==> config.mk <==
export PLATFORM = sky130hd
export DESIGN_NAME = slave_port
export DESIGN_NICKNAME = d
export VERILOG_FILES = /design/src/rtl/slave_port_pkg.sv /design/src/rtl/slave_port_bit_deserializer.sv /design/src/rtl/slave_port.sv
export SDC_FILE = /design/constraint.sdc
export NUM_CORES = 1
export LEC_CHECK = 0
export ABC_AREA = 1
export CAP_MARGIN = 25
export CORE_ASPECT_RATIO = 0.8
export CORE_MARGIN = 5
export CORE_UTILIZATION = 45
export DETAILED_ROUTE_END_ITERATION = 10
export HOLD_SLACK_MARGIN = 0.1
export PLACE_DENSITY = 0.69
export RECOVER_POWER = 50
export SLEW_MARGIN = 20
export SYNTH_ARGS = -nofsm -noshare
export SYNTH_HDL_FRONTEND = slang
export SYNTH_SLANG_ARGS = --single-unit
==> constraint.sdc <==
create_clock -name clk -period 1.95 [get_ports clk]
set_input_delay 0.195 -clock clk [delete_from_list [all_inputs] [get_ports clk]]
set_output_delay 0.195 -clock clk [all_outputs]
set_load 0.01 [all_outputs]
==> src/rtl/slave_port_pkg.sv <==
// -----------------------------------------------------------------------------
// slave_port_pkg
// Shared bus package for the serial slave port.
//   SLAVE_DEVICE_ADDR_WIDTH : width of the device-select field of a bus address.
//   state_t                 : slave port state encoding.
//   cnt_width()             : bit-counter width for given address/data widths.
// -----------------------------------------------------------------------------
package slave_port_pkg;

  localparam int SLAVE_DEVICE_ADDR_WIDTH = 4;

  typedef enum logic [2:0] {
    IDLE  = 3'd0,
    ADDR  = 3'd1,
    WDATA = 3'd2,
    WRITE = 3'd3,
    READ  = 3'd4,
    RDATA = 3'd5
  } state_t;

  // $clog2 of the larger width, never narrower than one bit.
  function automatic int cnt_width(input int addr_w, input int data_w);
    int m;
    m = (addr_w > data_w) ? addr_w : data_w;
    return (m < 2) ? 1 : $clog2(m);
  endfunction

endpackage

==> src/rtl/slave_port_bit_deserializer.sv <==
// -----------------------------------------------------------------------------
// bit_deserializer
// LSB-first serial-to-parallel capture with its own bit counter.
//   clk      : clock
//   rstn     : asynchronous active-low reset
//   shift_en : capture din into bit [counter] this cycle
//   din      : serial input bit
//   data_o   : captured word; holds while shift_en is low
//   done_o   : high in the cycle the last bit (WIDTH-1) is captured
// -----------------------------------------------------------------------------
module bit_deserializer
  import slave_port_pkg::*;
#(
  parameter int WIDTH = 8,
  parameter int CNT_W = 4
) (
  input  logic             clk,
  input  logic             rstn,
  input  logic             shift_en,
  input  logic             din,
  output logic [WIDTH-1:0] data_o,
  output logic             done_o
);

  localparam logic [CNT_W-1:0] LAST = CNT_W'(WIDTH - 1);

  logic [WIDTH-1:0] data_q, data_d;
  logic [CNT_W-1:0] cnt_q, cnt_d;

  assign done_o = shift_en && (cnt_q == LAST);
  assign data_o = data_q;

  always_comb begin
    data_d = data_q;
    cnt_d  = cnt_q;
    if (shift_en) begin
      for (int i = 0; i < WIDTH; i++) begin
        if (cnt_q == CNT_W'(i)) data_d[i] = din;
      end
      // Counter returns to zero on the terminal bit, ready for the next word.
      cnt_d = done_o ? '0 : cnt_q + 1'b1;
    end
  end

  always_ff @(posedge clk or negedge rstn) begin
    if (!rstn) begin
      data_q <= '0;
      cnt_q  <= '0;
    end else begin
      data_q <= data_d;
      cnt_q  <= cnt_d;
    end
  end

endmodule

==> src/rtl/slave_port.sv <==
// -----------------------------------------------------------------------------
// slave_port
// Serial bus slave: receives address (and write data) bit-serially, issues a
// write or read strobe to the device, and returns read data bit-serially.
//   clk, rstn      : clock, asynchronous active-low reset
//   swdata, smode  : serial address/write-data bit, mode (0 read, 1 write)
//   mvalid         : swdata qualifier (already decoded for this slave)
//   srdata, svalid : serial read-data bit and its qualifier (registered)
//   daddr, dwdata  : device address / write data
//   dwen, dren     : device write / read strobes
//   drdata         : device read data
//   dready         : device handshake, only with SLAVE_PORT_DREADY_EN defined;
//                    otherwise WRITE and READ last exactly one cycle.
// -----------------------------------------------------------------------------
module slave_port
  import slave_port_pkg::*;
#(
  parameter int ADDR_WIDTH = 12,
  parameter int DATA_WIDTH = 8
) (
  input  logic                  clk,
  input  logic                  rstn,
  input  logic                  swdata,
  input  logic                  smode,
  input  logic                  mvalid,
  output logic                  srdata,
  output logic                  svalid,
  output logic [ADDR_WIDTH-1:0] daddr,
  output logic [DATA_WIDTH-1:0] dwdata,
  output logic                  dwen,
  output logic                  dren,
  input  logic [DATA_WIDTH-1:0] drdata
`ifdef SLAVE_PORT_DREADY_EN
  ,
  input  logic                  dready
`endif
);

  localparam int               CNT_W    = cnt_width(ADDR_WIDTH, DATA_WIDTH);
  localparam logic [CNT_W-1:0] LAST_BIT = CNT_W'(DATA_WIDTH - 1);

  state_t                state_q, state_d;
  logic                  mode_q, mode_d;
  logic [DATA_WIDTH-1:0] rdata_q, rdata_d;
  logic [CNT_W-1:0]      rcnt_q, rcnt_d;
  logic                  srdata_q, srdata_d;
  logic                  svalid_q, svalid_d;

  logic addr_shift, addr_done;
  logic data_shift, data_done;
  logic dev_ack;

`ifdef SLAVE_PORT_DREADY_EN
  assign dev_ack = dready;
`else
  assign dev_ack = 1'b1;
`endif

  // The first address bit is taken in IDLE, so the address deserializer
  // shifts in both IDLE and ADDR; its counter is zero whenever IDLE is entered.
  assign addr_shift = mvalid && ((state_q == IDLE) || (state_q == ADDR));
  assign data_shift = mvalid && (state_q == WDATA);

  bit_deserializer #(.WIDTH(ADDR_WIDTH), .CNT_W(CNT_W)) u_addr_des (
    .clk      (clk),
    .rstn     (rstn),
    .shift_en (addr_shift),
    .din      (swdata),
    .data_o   (daddr),
    .done_o   (addr_done)
  );

  bit_deserializer #(.WIDTH(DATA_WIDTH), .CNT_W(CNT_W)) u_data_des (
    .clk      (clk),
    .rstn     (rstn),
    .shift_en (data_shift),
    .din      (swdata),
    .data_o   (dwdata),
    .done_o   (data_done)
  );

  always_comb begin
    state_d = state_q;
    mode_d  = mode_q;
    rdata_d = rdata_q;
    rcnt_d  = rcnt_q;
    case (state_q)
      IDLE: begin
        if (mvalid) begin
          mode_d  = smode;
          state_d = addr_done ? (smode ? WDATA : READ) : ADDR;
        end
      end
      ADDR:  if (addr_done) state_d = mode_q ? WDATA : READ;
      WDATA: if (data_done) state_d = WRITE;
      WRITE: if (dev_ack) state_d = IDLE;
      READ: begin
        if (dev_ack) begin
          rdata_d = drdata;
          rcnt_d  = '0;
          state_d = RDATA;
        end
      end
      RDATA: begin
        if (rcnt_q == LAST_BIT) begin
          rcnt_d  = '0;
          state_d = IDLE;
        end else begin
          rcnt_d = rcnt_q + 1'b1;
        end
      end
      default: state_d = IDLE;
    endcase

    // Serial outputs are registered: compute them from the next state so
    // svalid is high exactly for the cycles the port sits in RDATA.
    svalid_d = (state_d == RDATA);
    srdata_d = 1'b0;
    for (int i = 0; i < DATA_WIDTH; i++) begin
      if (svalid_d && (rcnt_d == CNT_W'(i))) srdata_d = rdata_d[i];
    end
  end

  always_ff @(posedge clk or negedge rstn) begin
    if (!rstn) begin
      state_q  <= IDLE;
      mode_q   <= 1'b0;
      rdata_q  <= '0;
      rcnt_q   <= '0;
      srdata_q <= 1'b0;
      svalid_q <= 1'b0;
    end else begin
      state_q  <= state_d;
      mode_q   <= mode_d;
      rdata_q  <= rdata_d;
      rcnt_q   <= rcnt_d;
      srdata_q <= srdata_d;
      svalid_q <= svalid_d;
    end
  end

  assign srdata = srdata_q;
  assign svalid = svalid_q;
  assign dwen   = (state_q == WRITE);
  assign dren   = (state_q == READ);

endmodule

Word level (Yosys, flattened, before mapping)
Index checks and enable logic that the tools add are counted.
W data, S select, Z words.
{ "classes": {"add_sub_neg": 3, "eq_ne": 32, "muxes": 21, "reduce_logical": 38} }
{ "op_table": {"columns": ["operator", "n"], "rows": [
  ["$eq A4 B3 Y1 const B", 13],
  ["$reduce_and A2 Y1", 21],
  ["$eq A4 B2 Y1 const B", 6],
  ["$mux W3", 7],
  ["$eq A4 B4 Y1 const B", 4],
  ["$pmux W3 S5", 1],
  ["$add A4 B1 Y4 const B", 3],
  ["$eq A4 B1 Y1 const B", 3],
  ["$logic_and A1 B1 Y1", 12],
  ["$logic_not A4 Y1", 3],
  ["$mux W4", 3],
  ["$eq A3 B3 Y1 const B", 3],
  ["$mux W1", 8],
  ["$mux W8", 1],
  ["$pmux W4 S2", 1],
  ["$eq A3 B2 Y1 const B", 2],
  ["$eq A3 B1 Y1 const B", 1],
  ["$logic_not A3 Y1", 1],
  ["$logic_or A1 B1 Y1", 1]
]} }
{ "word_totals": {"ff_bits": 46, "input_bits": 13, "elab_cells": 122} }

Depth between registers and ports, before layout
{ "depth": {"depth_word": 17, "depth_mapped": 12, "ltp_nobuf": 12} }

Hierarchy
Synthesis repeated with hierarchy kept, for this count alone.
{ "unflattened": {"cells_unflattened": 267, "hier_area_um2": 2356.0} }
{ "modules_own_cells": {"columns": ["module", "instances", "cells_per_inst", "area_each_um2"], "rows": [
  ["slave_port", 1, 114, 992.2],
  ["bit_deserializer (u_addr_des)", 1, 87, 749.5],
  ["bit_deserializer (u_data_des)", 1, 66, 614.3]
]} }

Least setup slack after synthesis
No wires, ideal clock.
{ "synth_timing": {"path_kind": "register to register", "startpoint": "register rcnt_q[0]", "endpoint": "register srdata_q (netlist: srdata)", "setup_time_ps": 119, "arrival_time_ps": 1324, "required_ps": 1831, "setup_slack_ps": 507, "path_stages_with_launch": 10, "path_buffers": 0, "period_less_slack_ps": 1443, "path_cell_list": "dfrtp_1 -> ha_1 -> nand2_1 -> inv_1 -> nor2_1 -> nand2_4 -> nand3_1 -> nand3_1 -> a21oi_1 -> nor2_1"} }
{ "synth_between": {"elab_chain_cells": 13, "elab_cells_between_ends": 31, "classes_between": "add/sub: 1; eq/ne: 9; mux: 12; reduce/logical: 9"} }
{ "synth_lines": {"columns": ["item", "line", "text"], "rows": [
  ["from (decl)", "slave_port.sv:45", "logic [CNT_W-1:0] rcnt_q, rcnt_d;"],
  ["from (signal assigned)", "slave_port.sv:136", "rcnt_q <= rcnt_d;"],
  ["$add A4 B1 Y4 / $eq A4 B3 Y1 (equally long branches)", "slave_port.sv:109, slave_port.sv:105", null],
  ["$mux W4 / $mux W3 (equally long branches)", "slave_port.sv:105", "if (rcnt_q == LAST_BIT) begin"],
  ["$pmux W4 S2 / $pmux W3 S5 (equally long branches)", "slave_port.sv:87", "case (state_q)"],
  ["$logic_not A4 Y1 / $eq A3 B3 Y1 (equally long branches)", "slave_port.sv:120, slave_port.sv:117", null],
  ["$logic_and A1 B1 Y1", "slave_port.sv:120", "if (svalid_d && (rcnt_d == CNT_W'(i))) srdata_d = rdata_d[i];"],
  ["$mux W1 (7 in a row)", "slave_port.sv:120", null],
  ["$mux W1 *", "slave_port.sv:120", null],
  ["via srdata_d", "slave_port.sv:46", "logic srdata_q, srdata_d;"],
  ["to (signal assigned)", "slave_port.sv:137", "srdata_q <= srdata_d;"],
  ["to (decl)", "slave_port.sv:46", null]
]} }
The timed path passes the listed nets; every way through them passes the cells marked *.
A chain may end at the register's enable or synchronous reset.

Worst setup path in the final report
{ "layout_timing": {"startpoint": "register state_q[0]", "endpoint": "output port dren"} }
{ "layout_between": {"elab_chain_cells": 1} }
{ "layout_lines": {"columns": ["item", "line", "text"], "rows": [
  ["from (decl)", "slave_port.sv:42", "state_t state_q, state_d;"],
  ["from (signal assigned)", "slave_port.sv:133", "state_q <= state_d;"],
  ["$eq A3 B3 Y1", "slave_port.sv:145", "assign dren = (state_q == READ);"],
  ["to (decl)", "slave_port.sv:31", "output logic dren,"]
]} }
Every way passes these cells.

==> impl_metrics.toml <==
[pwr]
p_leak_nw = 1.30
ir_drop_mv = 0.776
powerDensity_nw_per_um2 = 1330

[global_route]
antenna_found_initial = 0
grt_pass1_wl_mm = 7.85
grt_pass1_vias = 1698
grt_max_degree = 21
grt_usage = 0.158
grt-ovfl-total = 0

[worst_setup_path]
critPathTopFamily = "buffers and inverters"
cp_cell_sequence = "nor2_4 > nand2_4 > inv_2 > clkdlybuf4s50_1"
arrival_ps = 1660
cp_slowest_stage_delay_ps = 550
crit_fanout = 8
start_kind = "register"
reg2reg_slack_ps = 270
crit_required_ps = 1750
slowest_stage = "clkdlybuf4s50_1"
end_kind = "output port"
criticalPathCategory = "register to output port"
path_buf_inv = 2

[timing]
fin_setup_tns_ps = 0
finalMaxSlewViolations = 0
max_freq_mhz = 539
finalCritPeriodShare = 0.952
rsz0062_at_grt = "false"
hold_viol = 0
fin_skew_ps = 3.39
period_needed_ps = 1860
tightest_slew_ps = 924
relSlewSlack = 0.384
setup-violations-final = 0

[detailed_routing]
drt-vias-per-instance = 4.89
drt-initial-drc-count = 74
drc = 0
vias = 1735
wl_per_cell_um = 12.8
first_pass_iters = 4
routed_wl_mm = 4.56
drtAntennaViolNets = 0

[run]
max_cap_viol_count = 0

[die]
die_h_um = 73.4
rows = 23
num_io_pins = 37
die_area_um2 = 6560
core_um2 = 4950
start_util = 0.457
fp.dieW_um = 89.3

[finish]
n_fill_cell = 464
design_area_um2 = 2760
final_cell_mix = "nand2_1 (52), dfrtp_1 (44), clkdlybuf4s50_1 (35), nand3_1 (30), inv_1 (21)"
antenna-diode-count = 0
fin_nets = 315
final_common_cell = "nand2_1"
synthToLayoutAreaGrowth_pct = 21.7
drive_gt1_frac = 0.109

[clocking]
cts_buffer_depth = 2
tritoncts = "yes"
numCtsBuffers = 5
clk_transition_reported_paths_ps = 80
h-tree-depth = 2
clock-root-buffer = "clkbuf_8"
clk_latency_ps = 300
clock_sinks = 46

[logic_synthesis]
seq_area_frac_synth = 0.509
synth_area_um2 = 2260
avgSynthCellArea_um2 = 9.05
synth_top_area_frac = 0.509
yosys_warnings = 0
synth_seq_cells = 46
synthTopCellsByArea = "dfrtp_1 (51%), nand2_1 (8.5%), nand3_1 (6.6%), ha_1 (5.0%), o21ai_0 (3.5%)"
syn-num-nets = 272
synth.largest_area_cell = "dfrtp_1"
synth_cells = 250
yosysUniqueCellTypes = 30

[placement]
dp_hpwl_mm = 3.41
portBuffers = 36
dpl_cell_area_um2 = 2680
gp_congestion = 0.818

[outcome]
status = "complete, no violations"

[min_path]
hold_class = "input pin to register"
-- worst paths after layout --
check                                           from              endpoint  cells past startpoint
worst max-delay path                      state_q[0]                  dren                      4
worst min register to register  u_data_des.data_o[4]  u_data_des.data_o[4]                      2
max in group asynchronous                       rstn            state_q[2]                      3
min in group asynchronous                       rstn            rdata_q[4]                      2
worst max register to register             rcnt_q[0]                srdata                      8
worst min-delay path                       drdata[7]            rdata_q[7]                      3
-- routing by layer --
metal  part of all wire  vias up  global-route usage  wire, µm
li1                   -      904                   -         -
met1               0.52      796               0.232      2380
met2               0.42       28               0.222      1900
met3              0.052        7              0.0561       236
met4              0.010        0              0.0397        47
met5                  0        -                   0         0
-- cell type report --
| class | count | area (µm²) | area share |
|---|---|---|---|
| Sequential cell | 46 | 1150 | 0.419 |
| Clock buffer | 7 | 76.3 | 0.0277 |
| Inverter | 25 | 96.3 | 0.0350 |
| Timing Repair Buffer | 41 | 385 | 0.140 |
| Multi-Input combinational cell | 174 | 966 | 0.351 |
| Tap cell | 62 | 77.6 | 0.0282 |
-- registers in the layout, summed over array words and instances (netlist names) --
name               count
u_addr_des.data_o     12
rdata_q                8
u_data_des.data_o      8
rcnt_q                 4
u_addr_des.cnt_q       4
u_data_des.cnt_q       4
state_q                3
mode_q                 1
srdata                 1
svalid                 1
-- worst min-delay path, cell delays in order --
cell	delay [ps]
clkdlybuf4s50_1	390
nand2_1	70
nand2_2	60
-- metrics by stage --
step | utilization | hold slack (ps) | total power [W] | setup slack (ps) | instances
2_1_floorplan | - | -101 | 0.00255 | 507 | 250
3_3_place_gp | 0.540 | 141 | 0.00308 | 298 | 346
3_5_place_dp | 0.540 | 142 | 0.00312 | 252 | 346
4_1_cts | 0.559 | 352 | 0.00371 | 14.2 | 355
5_1_grt | 0.557 | 476 | 0.00400 | 12.3 | 355
6_report | 0.557 | 459 | 0.00367 | 94.0 | 355
-- where the power goes --
group / total (W) / switching, W / leakage, nW / internal (W)
Combinational: 0.00153 / 0.000836 / 0.694 / 0.000690
Sequential: 0.00159 / 0.000279 / 0.570 / 0.00131
Clock: 0.000550 / 0.000303 / 0.0383 / 0.000247
-- kinds of logic after synthesis --
| logic type | Yosys count | share of synthesized area |
|---|---|---|
| compound gates | 36 | 0.0918 |
| xor+xnor | 2 | 0.00774 |
| fa+ha+maj | 9 | 0.0498 |
| buf+inv | 30 | 0.0619 |
| flops | 46 | 0.509 |
| mux | 1 | 0.00497 |
| simple gates | 126 | 0.275 |
-- cells in the mapped netlist (all sizes together) --
master,number
xor2,2
a21oi,11
buf,3
a31oi,1
nor3,7
clkbuf,2
nand3,33
o21ai,21
mux2,1
dfrtp,46
nor2,22
ha,9
inv,25
o32ai,1
a22oi,1
o21a,1
nand4,2
nand2,62
-- what timing repair did --
item                                    in CTS  in global routing
hold buffers                                 1                  0
endpoints found under the setup margin       1                  1
pin swaps                                    1                  0
buffers inserted                             1                  0
gates resized for setup                      0                  2
hold endpoints to repair                    16                  0
Power figures use the tool's default switching activity.
